$ cat config.mk
export PLATFORM = sky130hd
export DESIGN_NAME = melody_sequencer
export DESIGN_NICKNAME = d
export VERILOG_FILES = /design/src/rtl/melody_sequencer.sv
export SDC_FILE = /design/constraint.sdc
export NUM_CORES = 1
export LEC_CHECK = 0
export CORE_UTILIZATION = 49
export DETAILED_ROUTE_END_ITERATION = 7
export GPL_ROUTABILITY_DRIVEN = 0
export PLACE_DENSITY = 0.66
export SYNTH_ARGS = -nofsm -noshare
export SYNTH_HDL_FRONTEND = slang
export SYNTH_SLANG_ARGS = --single-unit
$ cat constraint.sdc
create_clock -name clk -period 6 [get_ports clk]
set_input_delay 0.6 -clock clk [delete_from_list [all_inputs] [get_ports clk]]
set_output_delay 0.6 -clock clk [all_outputs]
set_load 0.02 [all_outputs]
$ cat src/rtl/melody_sequencer.sv
// Song-table sequencer: fetches note entries, drives the tone generator with a load
// strobe, gates the tone for the note's duration and inserts a silent gap between notes.
module melody_sequencer #(
  parameter int BEAT_CLKS = 12500000,
  parameter int GAP_CLKS  = 500000,
  parameter int SONG_LEN  = 16,
  parameter int ADDR_W    = 4
) (
  input  logic              clk,
  input  logic              reset,
  input  logic              wr_en,
  input  logic [ADDR_W-1:0] wr_addr,
  input  logic [15:0]       wr_data,
  input  logic              start,
  input  logic              stop,
  input  logic              loop,
  output logic [3:0]        tone_note,
  output logic [2:0]        tone_octave,
  output logic [3:0]        tone_volume,
  output logic              tone_load,
  output logic              tone_enable,
  output logic              busy,
  output logic [ADDR_W-1:0] step_idx,
  output logic              done,
  output logic [1:0]        fsm_state
);

  localparam int BEAT_W = (BEAT_CLKS > 1) ? $clog2(BEAT_CLKS) : 1;
  localparam int GAP_W  = (GAP_CLKS > 1) ? $clog2(GAP_CLKS) : 1;
  localparam logic [BEAT_W-1:0] BEAT_LAST = BEAT_W'(BEAT_CLKS - 1);
  localparam logic [GAP_W-1:0]  GAP_LAST  = GAP_W'((GAP_CLKS > 0) ? GAP_CLKS - 1 : 0);
  localparam logic [ADDR_W-1:0] IDX_LAST  = ADDR_W'(SONG_LEN - 1);

  typedef enum logic [1:0] {
    S_IDLE  = 2'd0,
    S_FETCH = 2'd1,
    S_PLAY  = 2'd2,
    S_GAP   = 2'd3
  } state_t;

  state_t              state, state_next;
  logic [15:0]         song_tbl [SONG_LEN];
  logic [ADDR_W-1:0]   idx_next;
  logic [BEAT_W-1:0]   beat_cnt;
  logic [GAP_W-1:0]    gap_cnt;
  logic [4:0]          beats_left;
  logic                load_entry;
  logic                done_next;
  logic                end_hit;
  logic                advance;

  logic [15:0] cur_entry;
  logic [3:0]  cur_note;
  logic [4:0]  cur_dur;
  logic        is_end;
  logic        beat_wrap;

  assign cur_entry = song_tbl[step_idx];
  assign cur_note  = cur_entry[15:12];
  assign cur_dur   = cur_entry[4:0];
  assign is_end    = (cur_dur == 5'd0);
  assign beat_wrap = (beat_cnt == BEAT_LAST);

  always_ff @(posedge clk) begin
    if (reset) begin
      for (int i = 0; i < SONG_LEN; i++) song_tbl[i] <= '0;
    end else if (wr_en) begin
      song_tbl[wr_addr] <= wr_data;
    end
  end

  always_ff @(posedge clk) begin
    if (reset) state <= S_IDLE;
    else       state <= state_next;
  end

  always_comb begin
    state_next = state;
    idx_next   = step_idx;
    load_entry = 1'b0;
    done_next  = 1'b0;
    end_hit    = 1'b0;
    advance    = 1'b0;
    unique case (state)
      S_IDLE: begin
        if (start) begin
          state_next = S_FETCH;
          idx_next   = '0;
        end
      end
      S_FETCH: begin
        if (is_end) begin
          end_hit = 1'b1;
        end else begin
          state_next = S_PLAY;
          load_entry = 1'b1;
        end
      end
      S_PLAY: begin
        if (beat_wrap && beats_left == 5'd1) begin
          if (GAP_CLKS > 0) state_next = S_GAP;
          else              advance    = 1'b1;
        end
      end
      S_GAP: begin
        if (gap_cnt == GAP_LAST) advance = 1'b1;
      end
      default: state_next = S_IDLE;
    endcase

    // Running off the last index is handled exactly like an end marker.
    if (advance && step_idx != IDX_LAST) begin
      idx_next   = step_idx + 1'b1;
      state_next = S_FETCH;
    end else if (advance || end_hit) begin
      if (loop && step_idx != '0) begin
        idx_next   = '0;
        state_next = S_FETCH;
      end else begin
        state_next = S_IDLE;
        done_next  = 1'b1;
      end
    end

    // Stop overrides everything, including a start in the same cycle.
    if (stop) begin
      state_next = S_IDLE;
      idx_next   = step_idx;
      load_entry = 1'b0;
      done_next  = 1'b0;
    end
  end

  always_comb begin
    busy      = (state != S_IDLE);
    fsm_state = state;
  end

  always_ff @(posedge clk) begin
    if (reset) begin
      step_idx    <= '0;
      done        <= 1'b0;
      tone_load   <= 1'b0;
      tone_enable <= 1'b0;
      tone_note   <= '0;
      tone_octave <= '0;
      tone_volume <= '0;
      beats_left  <= '0;
      beat_cnt    <= '0;
      gap_cnt     <= '0;
    end else begin
      step_idx    <= idx_next;
      done        <= done_next;
      tone_load   <= load_entry;
      tone_enable <= (state_next == S_PLAY) &&
                     (load_entry ? (cur_note <= 4'd11) : tone_enable);
      if (load_entry) begin
        tone_note   <= cur_note;
        tone_octave <= cur_entry[11:9];
        tone_volume <= cur_entry[8:5];
        beats_left  <= cur_dur;
        beat_cnt    <= '0;
      end else if (state == S_PLAY) begin
        if (beat_wrap) begin
          beat_cnt   <= '0;
          beats_left <= beats_left - 5'd1;
        end else begin
          beat_cnt <= beat_cnt + 1'b1;
        end
      end
      if (state != S_GAP) gap_cnt <= '0;
      else                gap_cnt <= gap_cnt + 1'b1;
    end
  end

endmodule

Word level (Yosys, flattened, before mapping). Memories as Yosys holds them, arrays and structs flattened. A register that Yosys moved wholly into a read port is not among the register bits. Index checks and enable logic that the tools add are counted.

Register bits: 68. Bits in writable memories: 256. Input bits: 26. Output and inout bits: 21. Word-level logic and storage cells: 79. Memories kept: 1.

Add/sub/neg operators: 4. Order comparisons: 1. Eq/ne operators: 9. Mux-type cells: 36. Bitwise gates (word level): 1. Reduce and logical (&&, ||, !) cells: 16.

Memory list: song_tbl (depth 16, bits a word 16, read ports 1, clocked after memory_dff 1, write ports 16, line 42) `logic [15:0] song_tbl [SONG_LEN];`.

Operator list (count): 2-to-1 mux 4 bit (8); adder 24 x 1 -> 24 bit (second input constant) (1); == test 24 bit (second input constant) (1); 2-to-1 mux 24 bit (1); adder 19 x 1 -> 19 bit (second input constant) (1); == test 19 bit (second input constant) (1); 2-to-1 mux 1 bit (16); 2-to-1 mux 16 bit (1); OR reduction 16 bit (1); 2-to-1 mux 5 bit (3); 2-to-1 mux 2 bit (6); == test 2 bit (second input constant) (3); case mux 2 bit (3 select lines) (1); nonzero test 2 bit (3); == test 5 x 1 -> 1 bit (second input constant) (1); zero test 5 bit (1); subtractor 5 x 1 -> 5 bit (second input constant) (1); adder 4 x 1 -> 4 bit (second input constant) (1); less-or-equal comparator 4 bit (second input constant) (1); logical AND 1 bit (4); inequality test 4 bit (second input constant) (1); nonzero test 4 bit (1); OR reduction 2 bit (2); OR reduction 4 bit (1); 6 further kinds (6).

Longest topological paths before layout. Gate-level depths: netlist (run 1).

Depth in word-level cells: 9. Gate-level depth with buffers: 11.

Worst setup path after synthesis (run 1). No wires, ideal clock.

Path kind: register to register. Start: reg (tool-made name). End: reg tone_octave[2]. Library setup time: 0.131 ns. Arrival: 2.401 ns. Data required time: 5.869 ns. Setup slack: 3.467 ns. Stages on the path, launching flop included: 10. Period minus slack after synthesis: 2.533 ns. Cells stage by stage: dfxtp_1 > buf_6 > clkbuf_1 > mux4_2 > a22oi_1 > o211ai_2 > o31ai_4 > buf_6 > mux2i_1 > nor2_1.

RTL lines: to (signal assigned) (line 159) `tone_octave <= cur_entry[11:9];`; to (decl) (line 18) `output logic [2:0] tone_octave,`.

==> run_results.csv, run 1 <==
group,metric,value,unit
power,p_comb_share,5.9,%
worst_setup_path,path_depth,7,
final_layout,drive_gt1_share,15.4,%
global_routing,grt_max_degree,46,
hold_path,hold_class,"reg2reg",
worst_setup_path,rr_endpoint,"beat_cnt[23]$_SDFFE_PP0P_",
timing,finalCritPeriodShare,63.1,%
clocking,cts_tree,"yes",
clocking,cts_sinks,328,
global_routing,grt_pass1_vias,8806,
floorplan,die_h,176,µm
floorplan,start_util,49.8,%
job,drv_cap,0,
floorplan,fp-row-count,63,
floorplan,io_pins,47,
timing,hold_violations,0,
synthesis,synth_edf_count,256,
hold_path,min_path_cells,1,
synthesis,syn_nets,1098,
place,dpl_worst_slack,2.16,ns
hold_path,min_to,"gap_cnt[0]$_SDFF_PP0_",
clocking,clkTransAtPathRegs,0.06,ns
power,power.share.clock,42.1,%
synthesis,ys_seq_area_share,61.7,%
route,routed_wirelength,35500,µm
global_routing,grt_use_total,23.9,%
floorplan,die-area,0.0309,mm²
worst_setup_path,worst_r2r_path_depth,7,
synthesis,syn-cell-area,0.0148,mm²
clocking,cts_resized,0,
worst_setup_path,arrival,4.21,ns
route,dr.pass1.iters,5,
route,dr.first_iter.drc_count,910,
hold_path,hold_path.startpoint,"gap_cnt[0]$_SDFF_PP0_",
synthesis,async_flop_share,0,%
clocking,cts.htree.levels,2,
synthesis,ys_warn_count,0,
global_routing,overflow,0,
power,pwr-share-seq,52.0,%
global_routing,grt_first_pass_wirelength,54200,µm
final_layout,nets,1141,
clocking,cts_made_buffers,36,
worst_setup_path,slowest_stage,"clkinv_1",
worst_setup_path,path_buf_inv,1,
timing,setup_slack,2.22,ns
power,swShare,21.7,%
clocking,cts-root-buf,"clkbuf_16",
worst_setup_path,crit_path_start_kind,"flop",
clocking,post-cts-setup-buffers,0,
floorplan,core,0.0297,mm²
power,peakVddDrop,0.178,mV
run_status,status,"finished, final reports clean",
synthesis,synth_ff_type,"edfxtp_1",
global_routing,antenna_found_initial,5,
timing,finalSetupViolCount,0,
worst_setup_path,slowest_delay,0.95,ns
timing,relSlewSlack,31.0,%
timing,worst_slew_pin_slew,1.03,ns
power,p_int,3.90,mW
synthesis,synthDistinctLibCells,59,
final_layout,diodes,0,
timing,final_max_slew_viol_count,0,
clocking,postCtsHoldBufs,0,
route,viasPerCell,5.70,
route,vias,8701,
place,io_buffers,46,
worst_setup_path,cp-end-kind,"flop",
synthesis,syn_inst,1066,
power,p_sw,1.08,mW
worst_setup_path,path_max_fanout,21,
route,drc_errors,0,
synthesis,syn_area_per_cell,13.9,µm²
synthesis,ys_ff_latch,328,
route,wl_per_cell,23.2,µm
place,detailed_place_hpwl,20700,µm
route,postRouteAntennaNets,0,
final_layout,syn_to_final_growth,13.1,%
floorplan,die_w,176,µm
timing,max_freq,264,MHz
power,leakage,5.77,nW
worst_setup_path,worstSetupPathType,"reg2reg",
worst_setup_path,path_cells,"clkinv_1 -> o31ai_1 -> o22ai_1 -> or2_1 -> o31ai_4 -> nand3b_1 -> nor2_1",
timing,tns,0,ns
power,powerDensity,298,mW/mm²
worst_setup_path,ff2ff_setup_slack,2.22,ns
clocking,clockBufferDepth,3,
timing,period_needed,3.78,ns
worst_setup_path,crit_required,6.42,ns
clocking,clkLatencyLatePin,0.53,ns
worst_setup_path,critPathTopFamily,"simple AND/OR/NAND/NOR gates",
timing,rsz0062_at_grt,"no",
timing,clock_skew,0.0239,ns
cells in the final DEF, fill, tap and decap left out, types with 14 or more instances in the layout:
master and n:
and2_1 262, buf_4 21, clkbuf_16 37, clkdlybuf4s50_1 45, dfxtp_1 69, edfxtp_1 256, mux2i_1 22, mux4_2 71
nand2_1 32, nand3_1 15, nor2_1 83, or2_2 16, xnor2_1 14, xor2_1 27
cell type report:
cell class              instances  area (µm²)
fillers                      2340       13000
flip-flops and latches        328        9140
multi-input cells             662        5350
clock buffers                  48         968
repair buffers                 67         613
well taps                     390         488
clock inverters                17         136
inverters                      14        52.6
synth_stat cells, types with 2 or more instances:
library cell	n	area share [%]
buf_4	5	0.25
o21ai_0	5	0.17
nor2b_1	6	0.25
nor4b_1	4	0.24
nand3_1	15	0.51
nand3b_1	5	0.25
nand2_1	32	0.81
and2_1	262	11
nand4_1	11	0.46
nand2b_1	6	0.25
and3_1	7	0.30
a311oi_1	2	0.12
xnor2_1	14	0.83
edfxtp_1	256	52
or2_2	16	0.68
buf_2	5	0.17
nor2_1	83	2.1
or3_1	4	0.17
ha_1	6	0.51
nor3_1	8	0.27
clkbuf_1	45	1.1
and4_1	3	0.18
dfxtp_1	72	9.7
a211oi_2	3	0.25
mux2i_1	22	1.5
buf_1	2	0.051
o22ai_1	3	0.13
mux2_2	4	0.30
or4_1	2	0.10
inv_1	12	0.30
mux4_2	71	11
nor4_1	5	0.21
buf_6	5	0.38
a21oi_1	12	0.41
a211oi_1	3	0.15
xor2_1	27	1.6
kinds of logic (layout without fill, tap and decap cells):
logic type               Yosys count  after routing  synth area share [%]
AND/OR/NAND/NOR                  475            475                  18.2
adder cells (fa/ha/maj)            6              6                 0.507
AO/OA/AOI/OAI                     42             42                  2.17
buffers and inverters             76            146                  2.35
multiplexers                      98             98                  12.7
XOR/XNOR                          41             41                  2.43
flip-flops                       328            328                  61.7
worst max-delay path by stage:
stage,to
global route,beat_cnt[10]$_SDFFE_PP0P_
global placement,beat_cnt[14]$_SDFFE_PP0P_
floorplan,tone_octave[2]$_SDFFE_PP0P_
CTS,beat_cnt[23]$_SDFFE_PP0P_
detailed placement,beat_cnt[15]$_SDFFE_PP0P_
finish,beat_cnt[23]$_SDFFE_PP0P_
layer usage:
layer / track usage, % / part of all wire (%) / vias to the layer above
met4: 8.30 / 2.9 / 0
met2: 37.5 / 47 / 323
met3: 3.29 / 6.5 / 65
li1: - / - / 3938
met1: 34.3 / 44 / 4375
met5: 0 / 0 / -
stage by stage:
step / util, % / total power [mW] / instances / hold slack, ns / area [µm²]
2_1_floorplan: - / 2.81 / 1066 / 0.426 / 14800
6_report: 56.3 / 4.98 / 1526 / 0.466 / 16700
3_5_place_dp: 52.6 / 2.93 / 1461 / 0.449 / 15600
5_1_grt: 56.3 / 5.12 / 1526 / 0.486 / 16700
4_1_cts: 56.3 / 5.01 / 1526 / 0.462 / 16700
3_3_place_gp: 52.6 / 2.93 / 1461 / 0.442 / 15600
registers in the layout, indices dropped and copies added (netlist names), named ones only:
signal	cells
song_tbl	256
beat_cnt	24
gap_cnt	19
beats_left	5
step_idx	4
tone_note	4
tone_volume	4
tone_octave	3
fsm_state	2
done	1
tone_enable	1
tone_load	1
power groups by stage:
stage	Clock [mW]	Combinational (mW)	Sequential, mW
finish	2.10	0.292	2.59
global route	2.20	0.310	2.60
CTS	2.12	0.294	2.59
detailed placement	0	0.293	2.64
global placement	0	0.290	2.64
floorplan	0	0.194	2.62
(Power assumes the default switching activity.)
==> run 2, diff against run 1 <==
PLACE_DENSITY = 0.68   (was 0.66)
clock period = 3.4 ns   (was 6 ns; I/O delays follow)
==> run 2 against run 1 <==
Net effect: die area did not move; routed wire length rose by 1.2%; via count rose by 1.0%; cell count barely moved; clock power rose by 69%; clock skew fell by 0.012 ns; count of clock-buffer cells in the layout fell by 4; sequential share of layout area barely moved; sequential power rose by 76%; fmax rose by 22%; highest routed layer unchanged.
==> run_results.csv, run 2 (synthesis results as in run 1) <==
group,metric,value,unit
run_status,status,"finished, final reports clean",
worst_setup_path,slowest_stage,"dfxtp_2",
timing,max_freq,323,MHz
worst_setup_path,arrival,3.54,ns
clocking,cts_tree,"yes",
worst_setup_path,path_max_fanout,17,
global_routing,grt_first_pass_wirelength,54200,µm
timing,hold_violations,0,
place,io_buffers,46,
clocking,cts_sinks,328,
timing,rsz0062_at_grt,"no",
final_layout,nets,1146,
floorplan,fp-row-count,63,
clocking,cts_made_buffers,35,
final_layout,final_cell_mix,"and2_1 (262), edfxtp_1 (256), nor2_1 (83)",
global_routing,antenna_found_initial,1,
route,vias,8792,
final_layout,drive_gt1_share,15.8,%
final_layout,syn_to_final_growth,13.0,%
worst_setup_path,ff2ff_setup_slack,0.31,ns
route,viasPerCell,5.77,
floorplan,start_util,49.8,%
clocking,post-cts-setup-buffers,0,
global_routing,grt_use_total,24.0,%
worst_setup_path,crit_path_start_kind,"flop",
timing,clock_skew,0.0118,ns
route,routed_wirelength,35900,µm
global_routing,grt_max_degree,42,
timing,tns,0,ns
job,drv_cap,0,
floorplan,die_h,176,µm
timing,finalCritPeriodShare,90.9,%
route,dr.first_iter.drc_count,995,
global_routing,overflow,0,
clocking,cts-root-buf,"clkbuf_16",
power,powerDensity,516,mW/mm²
route,wl_per_cell,23.5,µm
timing,relSlewSlack,41.8,%
final_layout,finalCoreUtilization,56.3,%
power,peakVddDrop,0.290,mV
route,drc_errors,0,
floorplan,die_w,176,µm
route,postRouteAntennaNets,0,
final_layout,layout_commonest_cell,"and2_1",
floorplan,io_pins,47,
final_layout,largest-register,"song_tbl",
worst_setup_path,crit_required,3.85,ns
timing,period_needed,3.09,ns
worst_setup_path,path_cells,"buf_4 -> buf_4 -> nor2_1 -> a221oi_1 -> nor2_1 -> o211ai_2 -> nor4_1 -> nor4b_1 -> o221a_1",
clocking,postCtsHoldBufs,0,
clocking,cts_resized,0,
hold_path,hold_class,"reg2reg",
clocking,clockBufferDepth,3,
floorplan,die-area,0.0309,mm²
worst_setup_path,slowest_delay,0.66,ns
power,power,8.64,mW
power,leakage,5.78,nW
clocking,clkLatencyLatePin,0.51,ns
timing,worst_slew_pin_slew,0.866,ns
clocking,cts.htree.levels,2,
final_layout,n_fill_cell,2313,
worst_setup_path,worstSetupPathType,"reg2reg",
worst_setup_path,cp-end-kind,"flop",
clocking,clkTransAtPathRegs,0.06,ns
floorplan,core,0.0297,mm²
route,dr.pass1.iters,6,
timing,finalSetupViolCount,0,
final_layout,largest_register_ffs,256,
place,detailed_place_hpwl,21300,µm
final_layout,reg_top3,"song_tbl (256), beat_cnt (24), gap_cnt (19)",
global_routing,grt_pass1_vias,8777,
timing,final_max_slew_viol_count,0,
[run 2: area by class of cell]
cell class / count / area, µm² / area share (%)
antenna: 1 / 2.50 / 0.0150
clock buffer: 44 / 952 / 5.69
clock inverter: 13 / 83.8 / 0.501
inverter: 14 / 52.6 / 0.314
multi-input combinational: 662 / 5350 / 32.0
sequential: 328 / 9140 / 54.6
tap: 390 / 488 / 2.92
timing repair buffer: 73 / 671 / 4.01
[run 2: critical path: cells and delay by family, from the launching register on]
kind | cells | cell delay [ns]
buffers and inverters | 2 | 0.52
and+or+nand+nor | 4 | 0.92
AOI/OAI and AO/OA | 3 | 0.93
DFF | 1 | 0.66
[run 2: power breakdown]
part	switching [mW]	internal, mW	leakage, nW	total, mW
Clock	1.49	2.04	0.514	3.54
Sequential	0.0670	4.50	3.02	4.57
Combinational	0.303	0.225	2.24	0.528
[run 2: layer usage]
| layer | part of all wire [%] | vias up | routed length (µm) | GRT usage [%] |
|---|---|---|---|---|
| li1 | - | 3952 | - | - |
| met1 | 45 | 4464 | 16200 | 35.4 |
| met2 | 46 | 322 | 16500 | 37.1 |
| met3 | 7.2 | 54 | 2580 | 4.16 |
| met4 | 2.0 | 0 | 704 | 6.09 |
| met5 | 0 | - | 0 | 0 |
[run 2: through the flow]
stage,cell area [µm²],cells,hold WS [ns],setup WS (ns)
after floorplan,14800,1066,0.419,0.867
after global placement,15700,1467,0.442,0.485
after detailed placement,15700,1467,0.451,0.408
after CTS,16700,1524,0.464,0.379
after global routing,16700,1524,0.488,0.165
final,16700,1525,0.457,0.308
[run 2: path summary, 6_finish.rpt]
check,cells past startpoint,from,to
setup reg to reg,9,flop,tone_enable$_SDFF_PP0_
setup / recovery,9,flop,tone_enable$_SDFF_PP0_
hold reg to reg,1,gap_cnt[0]$_SDFF_PP0_,gap_cnt[0]$_SDFF_PP0_
hold / removal,1,gap_cnt[0]$_SDFF_PP0_,gap_cnt[0]$_SDFF_PP0_
==> patch (settings of run 1) <==
Compare `gap_cnt` against `GAP_LAST` with >= in place of ==.
--- a/src/rtl/melody_sequencer.sv
+++ b/src/rtl/melody_sequencer.sv
@@ -105,3 +105,3 @@
       S_GAP: begin
-        if (gap_cnt == GAP_LAST) advance = 1'b1;
+        if (gap_cnt >= GAP_LAST) advance = 1'b1;
       end
Formal check against the unedited RTL: same outputs for any inputs over 10 cycles, from zero or initial values and one cycle with reset high; that may be too few to reach the edited logic, so the function may still have changed.
==> patch against run 1 <==
  * Combinational power fell by 25%
  * Final area is 0.38% higher
  * Worst hold slack improved by 0.015 ns
  * Sequential cell count stayed put
  * Critical path depth did not move
  * Synthesized area barely moved
  * Wire length shrank 4.4%
  * Non-clock buffer count increased by 4
  * Synthesized cell count rose by 1.5%
  * Worst setup slack got worse by 0.076 ns
  * Total power is 1.8% lower
  * Via count is 0.18% lower
  * Critical path type unchanged
  * Critical endpoint is now beat_cnt[0]$_SDFFE_PP0P_
  * Highest routed layer unchanged
==> patch: results (changes against run 1) <==
worst-case clock skew=0.0212 ns (-0.00270 ns); ranking of synthesized cells by instance count=sky130_fd_sc_hd__and2_1, sky130_fd_sc_hd__edfxtp_1, sky130_fd_sc_hd__nor2_1, sky130_fd_sc_hd__dfxtp_1, sky130_fd_sc_hd__mux4_2; family of cells with the greatest summed delay on the critical path=compound AO/OA/AOI/OAI gates; cell count of the worst hold path=2 (+1); detail-routed via count per cell=5.64 (-1.2%); Post-Synth Adder-Cell Area=0.507% (about the same); worst reg2reg endpoint=beat_cnt[0]$_SDFFE_PP0P_; post-DP HPWL=21,400 um (+3.3%); fraction of synthesized cell area in xor and xnor cells=2.37% (-0.059 points); Crit-path slowest cell=sky130_fd_sc_hd__dfxtp_4; outcome=complete, no violations; slack of the worst reg-to-reg path=2.14 ns (-0.08 ns); Mapped Nets=1,114 (+1.5%); antenna violations before repair=1 (-4); leakage component of the power=5.73 nW (-0.78%); post-synthesis mux area share=12.1% (-0.58 points); Synth Area in Compound Gates=3.07% (+0.90 points); achievable clock frequency=259 MHz (-2.0%); first-pass GRT wire length=51,600 um (-4.8%); Mean Syn Cell Area=13.7 um2 (-1.5%); Max rail drop VDD=0.000190 V (+6.9%); vias in the first global route=8,670 (-1.5%); Crit path arrival time=4.29 ns (+0.08 ns); global routing usage summed across all routing layers=22.5% (-1.4 points); sequential element share of the synthesized area=61.6% (about the same); maximum number of pins on one net before global-route repair=51 (+11%); Final #Nets=1,156 (+1.3%); worst hold path startpoint=beat_cnt[1]$_SDFFE_PP0P_; post-placement setup slack=2.05 ns (-0.112 ns); final worst hold slack=0.481 ns (+0.0147 ns); placed cell area=15,700 um2 (+0.34%); area used by multi-input combinational logic=5360 um2 (+0.23%); Routed wire per std cell=22.0 um (-5.4%); endpoint of the worst hold-timing path=beat_cnt[1]$_SDFFE_PP0P_; Layout Cells excl Fill=1,541 (+0.98%)
==> patch: changes by cell type after synthesis, sizes merged, moves of 5 or more <==
cell	run 1	this run
xor2	27	22
nand3	15	28
a21oi	12	7
mux2	5	0
clkbuf	45	54
a22oi	1	7
nand2	32	38
or2	17	5
o21ai	5	21
nand4	11	6
and3	7	12
==> patch: worst max path at each step <==
stage / to / depth (start not counted)
2_1_floorplan: song_tbl[1][0]$_SDFFCE_PN0P_ / 6
3_3_place_gp: beat_cnt[1]$_SDFFE_PP0P_ / 7
3_5_place_dp: beat_cnt[0]$_SDFFE_PP0P_ / 7
4_1_cts: beat_cnt[0]$_SDFFE_PP0P_ / 7
5_1_grt: beat_cnt[0]$_SDFFE_PP0P_ / 7
6_report: beat_cnt[0]$_SDFFE_PP0P_ / 7
==> patch: power by group <==
group	switching [W]	internal, W
combinational	0.000138	0.0000822
sequential	0.0000318	0.00255
clock	0.000877	0.00121
==> patch: final cells by class <==
type                    count  area share (%)
well taps                 390            2.90
clock inverters            12           0.655
repair buffers             71            3.86
flip-flops and latches    328            54.3
inverters                  16           0.357
clock buffers              53            5.98
multi-input cells         671            31.9
==> patch: per-layer routing <==
layer	vias up	track usage, %	share of wire (%)
met5	-	0	0
met4	0	5.98	2.0
met3	53	4.46	7.1
met2	280	35.8	47
met1	4353	31.7	44
li1	3999	-	-
==> patch: cells by family (layout without fill, tap and decap cells) <==
| logic type | Yosys count | count (layout) |
|---|---|---|
| flops | 328 | 328 |
| buf+inv | 83 | 152 |
| xor+xnor | 40 | 40 |
| mux | 90 | 90 |
| fa+ha+maj | 6 | 6 |
| simple gates | 472 | 472 |
| compound gates | 63 | 63 |
